[src/rtl/banco_registro_param.sv]
// Register bank: one write port, two registered read ports with write-first bypass, pending bits.
// Optional REG_ZERO_EN hardwires register 0 to zero.
module banco_registro_param #(
  parameter int BITS_PALAVRA  = 16,
  parameter int END_REGISTROS = 3,
  parameter int NUM_REGISTROS = 2**END_REGISTROS
) (
  input  logic                     clock,
  input  logic                     reset,
  input  logic                     hab_escrita,
  input  logic [END_REGISTROS-1:0] sel_e,
  input  logic [BITS_PALAVRA-1:0]  e,
  input  logic                     hab_leitura,
  input  logic [END_REGISTROS-1:0] sel_a,
  input  logic [END_REGISTROS-1:0] sel_b,
  input  logic                     reserva,
  input  logic [END_REGISTROS-1:0] sel_r,
  output logic [BITS_PALAVRA-1:0]  a,
  output logic [BITS_PALAVRA-1:0]  b,
  output logic                     pend_a,
  output logic                     pend_b,
  output logic [END_REGISTROS:0]   n_pendentes
);

  localparam int AW = END_REGISTROS;
  localparam int DW = BITS_PALAVRA;
`ifdef REG_ZERO_EN
  localparam int FIRST = 1;
`else
  localparam int FIRST = 0;
`endif

  typedef logic [AW-1:0] addr_t;

  logic [DW-1:0]            reg_q [NUM_REGISTROS];
  logic [DW-1:0]            reg_d [NUM_REGISTROS];
  logic [NUM_REGISTROS-1:0] pend_q, pend_d;
  logic [DW-1:0]            a_q, a_d, b_q, b_d;
  logic                     pa_q, pa_d, pb_q, pb_d;
  logic [AW:0]              cnt_q, cnt_d;

  logic we, rs, pe, pr, inc, dec;

  // Addresses past the bank (or r0 when hardwired) behave as absent
  function automatic logic ok(input addr_t s);
    return (int'(s) >= FIRST) && (int'(s) < NUM_REGISTROS);
  endfunction

  always_comb begin
    we     = hab_escrita && ok(sel_e);
    rs     = reserva && ok(sel_r);
    reg_d  = reg_q;
    pend_d = pend_q;
    pe     = 1'b0;
    pr     = 1'b0;
    a_d    = '0;
    b_d    = '0;
    pa_d   = 1'b0;
    pb_d   = 1'b0;
    for (int i = 0; i < NUM_REGISTROS; i++) begin
      if (addr_t'(i) == sel_e) pe = pend_q[i];
      if (addr_t'(i) == sel_r) pr = pend_q[i];
      if (we && addr_t'(i) == sel_e) begin
        reg_d[i]  = e;
        pend_d[i] = 1'b0;
      end
      // Reservation applied last so it wins over a same-edge write
      if (rs && addr_t'(i) == sel_r) pend_d[i] = 1'b1;
      if (ok(sel_a) && addr_t'(i) == sel_a) begin
        a_d  = reg_q[i];
        pa_d = pend_q[i];
      end
      if (ok(sel_b) && addr_t'(i) == sel_b) begin
        b_d  = reg_q[i];
        pb_d = pend_q[i];
      end
    end
    if (we && sel_e == sel_a) begin
      a_d  = e;
      pa_d = 1'b0;
    end
    if (we && sel_e == sel_b) begin
      b_d  = e;
      pb_d = 1'b0;
    end
    inc   = rs && !pr;
    dec   = we && pe && !(rs && sel_r == sel_e);
    cnt_d = cnt_q + {{AW{1'b0}}, inc} - {{AW{1'b0}}, dec};
  end

  always_ff @(negedge clock or negedge reset) begin
    if (!reset) begin
      reg_q  <= '{default: '0};
      pend_q <= '0;
      cnt_q  <= '0;
      a_q    <= '0;
      b_q    <= '0;
      pa_q   <= 1'b0;
      pb_q   <= 1'b0;
    end else begin
      reg_q  <= reg_d;
      pend_q <= pend_d;
      cnt_q  <= cnt_d;
      if (hab_leitura) begin
        a_q  <= a_d;
        b_q  <= b_d;
        pa_q <= pa_d;
        pb_q <= pb_d;
      end
    end
  end

  assign a           = a_q;
  assign b           = b_q;
  assign pend_a      = pa_q;
  assign pend_b      = pb_q;
  assign n_pendentes = cnt_q;

endmodule

[config.mk]
export PLATFORM = sky130hd
export DESIGN_NAME = banco_registro_param
export DESIGN_NICKNAME = d
export VERILOG_FILES = /design/src/rtl/banco_registro_param.sv
export SDC_FILE = /design/constraint.sdc
export NUM_CORES = 1
export LEC_CHECK = 0
export CORE_UTILIZATION = 49
export DETAILED_ROUTE_END_ITERATION = 16
export PLACE_DENSITY = 0.69
export SYNTH_ARGS = -nofsm -noshare
export SYNTH_HDL_FRONTEND = slang
export SYNTH_SLANG_ARGS = --single-unit
[constraint.sdc]
create_clock -name clock -period 2.3 [get_ports clock]
set_input_delay 0.46 -clock clock [delete_from_list [all_inputs] [get_ports clock]]
set_output_delay 0.46 -clock clock [all_outputs]
set_load 0.05 [all_outputs]
Yosys cells after proc, flatten, opt, wreduce, memory -nomap -nowiden
Cells that the tools add are included.
{"block": "op_classes", "n_addsub": 2, "reduce_logical": 36, "mux": 68, "eq_ne": 31}
{"cell": "$mux W16", "count": 18}
{"cell": "$mux W1", "count": 50}
{"cell": "$eq A3 B3 Y1 const A", "count": 16}
{"cell": "$eq A2 B3 Y1 const A", "count": 8}
{"cell": "$logic_and A1 B1 Y1", "count": 22}
{"cell": "$reduce_bool A2 Y1", "count": 8}
{"cell": "$eq A1 B3 Y1 const A", "count": 4}
{"cell": "$logic_not A3 Y1", "count": 4}
{"cell": "$eq A3 B3 Y1", "count": 3}
{"cell": "$add A4 B1 Y4", "count": 1}
{"cell": "$sub A4 B1 Y4", "count": 1}
{"cell": "$logic_not A1 Y1", "count": 2}
{"block": "word_totals", "out_inout_bits": 38, "register_bits": 174, "elab_cells": 158, "inputBits": 33}

Logic depth before layout (Yosys ltp)
{"block": "depth", "word_depth": 13, "ltp_mapped": 12, "mapped_depth_nobuf": 10}

==> impl_metrics.ini <==
[timing]
rsz0062_at_grt = true
worstMarginPinSlew_ns = 0.374
drv_slew = 0
finalHoldViolCount = 0
holdWs_ns = 0.486
slew_headroom_pct = 75.1
skew_ns = 0.00820
timing.final.ws_setup_ns = -0.925
setup_violations = 212

[yosys]
netlist_instances = 787
synth_warnings = 0
synthesis.area_mm2 = 0.00974
async_flop_share_pct = 100
synth_flop_cell = dfrtn_1
synth_top_cell_area_share_pct = 44.7
synthTopCellsByArea = dfrtn_1 (45%), mux2_2 (9.7%), mux2i_1 (7.3%)
synth_edf_count = 0
yosysSeqAreaShare_pct = 44.7
synth_cell_types = 53
yosysTopAreaCell = dfrtn_1
netlist_top_cells_count = dfrtn_1 (174), mux2_2 (84), mux2i_1 (71)
synth_nets = 825
ys_seq_elements = 174
syn_area_per_cell_um2 = 12.4
synthMostInstantiatedCell = dfrtn_1

[cts]
cts.clk_slew.worst_paths_ns = 0.05
clk_latency_ns = 0.41
cts_tree = done
h-tree-depth = 4
clk_path_buf_depth = 2
cts.sinks = 174
root_buffer = clkbuf_16
cts_made_buffers = 17

[global_route]
grt_pass1_vias = 8741
gr-total-overflow = 0
grt_pass1_wl_um = 51100
grt_max_degree = 37
grt_usage_pct = 34.1
antenna_found_initial = 0

[run]
maxCapViolCount = 0

[worst_hold_path]
hold_path.class = reg2reg
holdCritStartpoint = reg_q[42]

[floorplan]
start_util_pct = 50.0
die_x_um = 143
die_y_um = 143
die_area_mm2 = 0.0204
io_pins = 71
core_region_area_mm2 = 0.0195
rows = 51

[critical_path]
criticalPathCategory = in2reg
crit_buf_inv = 3
arrival_ns = 2.33
startpoint = sel_r[1]
slowest_stage = ha_2
critPathMaxStageDelay_ns = 0.34
worst-path-max-fanout = 7
worstPathCellList = buf_12 -> buf_6 -> nand2_1 -> o21ai_1 -> a221oi_2 -> o21ai_1 -> ha_2 -> inv_2 -> ha_4 -> fa_2 -> xor2_1
path_common_cell = o21ai_1
start_kind = primary input
endpoint_kind = flip-flop
crit_required_ns = 1.40
r2r_start = pend_q[1]
cp_top_family = adder cells

[route]
drcViolationCount = 0
totalWireLength_um = 33800
vias = 8181
routedWlPerCell_um = 27.2
ant_nets = 0
via_per_inst = 6.57
drtIter0Drc = 729
drtPass1Iterations = 5

[pwr]
p_int_uw = 8040
ir_worst_vdd_mv = 0.661
p_leak_uw = 0.00638
switching_share_pct = 33.4
combPwrFrac_pct = 36.6
p_per_area_mw_per_mm2 = 854
pwr-share-clk_pct = 25.4
switching_power_uw = 4030
p_seq_share_pct = 38.1

[run_status]
violations = negative setup slack
status = finished, violations left

[placed_design]
port_buffers = 70
post-dp-hpwl_um = 18800
gp_congestion = 0.905
dp_cells = 1146

[final_layout]
drive_gt1_share_pct = 49.1
diodes = 0
seq_area_mm2 = 0.00435
stdcell_count = 1245
area_growth_pct = 45.1
fillers = 1168
multi_input_area_mm2 = 0.00562
fin_util_pct = 72.6
fin_nets = 1005
==> power by group through the flow <==
stage | Clock, uW | Combinational (uW) | Sequential, uW
after CTS | 3060 | 4190 | 4500
after global placement | 0 | 3780 | 4480
after floorplan | 0 | 1980 | 4860
final | 3060 | 4410 | 4590
after detailed placement | 0 | 3910 | 4550
after global routing | 3200 | 4630 | 4640
==> layer usage <==
layer	global-route usage, %	up-vias	routed length (um)
li1	-	3314	-
met1	42.5	4213	12800
met2	54.6	510	16200
met3	7.71	144	3120
met4	19.2	0	1730
met5	0	-	0
==> cell families (layout without fill, tap and decap cells) <==
group / after synthesis / in the layout / share of synthesized area [%]
multiplexers: 236 / 236 / 30.5
flip-flops: 174 / 174 / 44.7
AO/OA/AOI/OAI: 162 / 162 / 11.3
AND/OR/NAND/NOR: 106 / 106 / 6.91
buffers and inverters: 92 / 285 / 4.79
XOR/XNOR: 12 / 12 / 1.08
adder cells (fa/ha/maj): 5 / 5 / 0.719
==> cells in the final DEF (no fill, tap or decap), types with 4 or more instances in the layout <==
master and n:
dfrtn_1 174, o21a_1 12, o22ai_1 17, nand2_2 5
o21ai_0 9, clkdlybuf4s50_1 18, mux2_4 114, a21oi_2 6
inv_1 7, mux4_2 32, o21ai_1 10, buf_4 101
clkbuf_16 21, o211ai_1 15, nor2_1 18, nand2_1 22
buf_6 20, nor3b_1 14, a21oi_1 25, mux2_2 18
a211oi_2 8, o221a_1 4, nor3_1 13, nand4_1 6
o21ai_2 4, buf_16 7, buf_12 78, mux2i_1 71
a211oi_1 23, buf_2 4, xnor2_1 5, nand2b_1 8
a22o_1 13, buf_8 7
==> what timing repair did <==
action,CTS,global route
resized for setup,125,45
buffers inserted,39,26
cloned,11,3
hold buffers,0,0
setup endpoints to repair,212,212
pin swaps,44,32
==> final cells by class <==
cell class / instances / share of cell area (%)
clock inverter: 12 / 1.06
clock buffer: 20 / 3.30
inverter: 11 / 0.301
multi-input combinational: 521 / 39.8
tap: 265 / 2.35
timing repair buffer: 242 / 22.4
sequential: 174 / 30.8
==> metrics by stage <==
| stage | setup slack (ns) | instance area [um^2] | TNS, ns | power (uW) |
|---|---|---|---|---|
| floorplan | -1.31 | 10500 | -73.44 | 6830 |
| global placement | -1.70 | 12300 | -205.91 | 8250 |
| detailed placement | -1.79 | 12300 | -211.37 | 8450 |
| CTS | -0.896 | 13800 | -137.79 | 11800 |
| global route | -0.986 | 14100 | -118.44 | 12500 |
| finish | -0.925 | 14100 | -111.53 | 12100 |
==> flip-flops by register name (all words and copies together), names as in the netlist <==
signal,flops
a,16
pend_a,1
b,16
reg_q,128
n_pendentes,4
pend_q,8
pend_b,1
==> worst paths after layout <==
check	end	slack, ns	cells after the start
hold reg to reg	reg_q[42]	0.49	1
max in group asynchronous	reg_q[54]	0.76	2
setup reg to reg	n_pendentes[2]	-0.06	9
setup / recovery	n_pendentes[2]	-0.92	11
hold / removal	reg_q[42]	0.49	1
min in group asynchronous	reg_q[125]	0.98	1
Note: power is estimated with default switching activity, not from simulation.
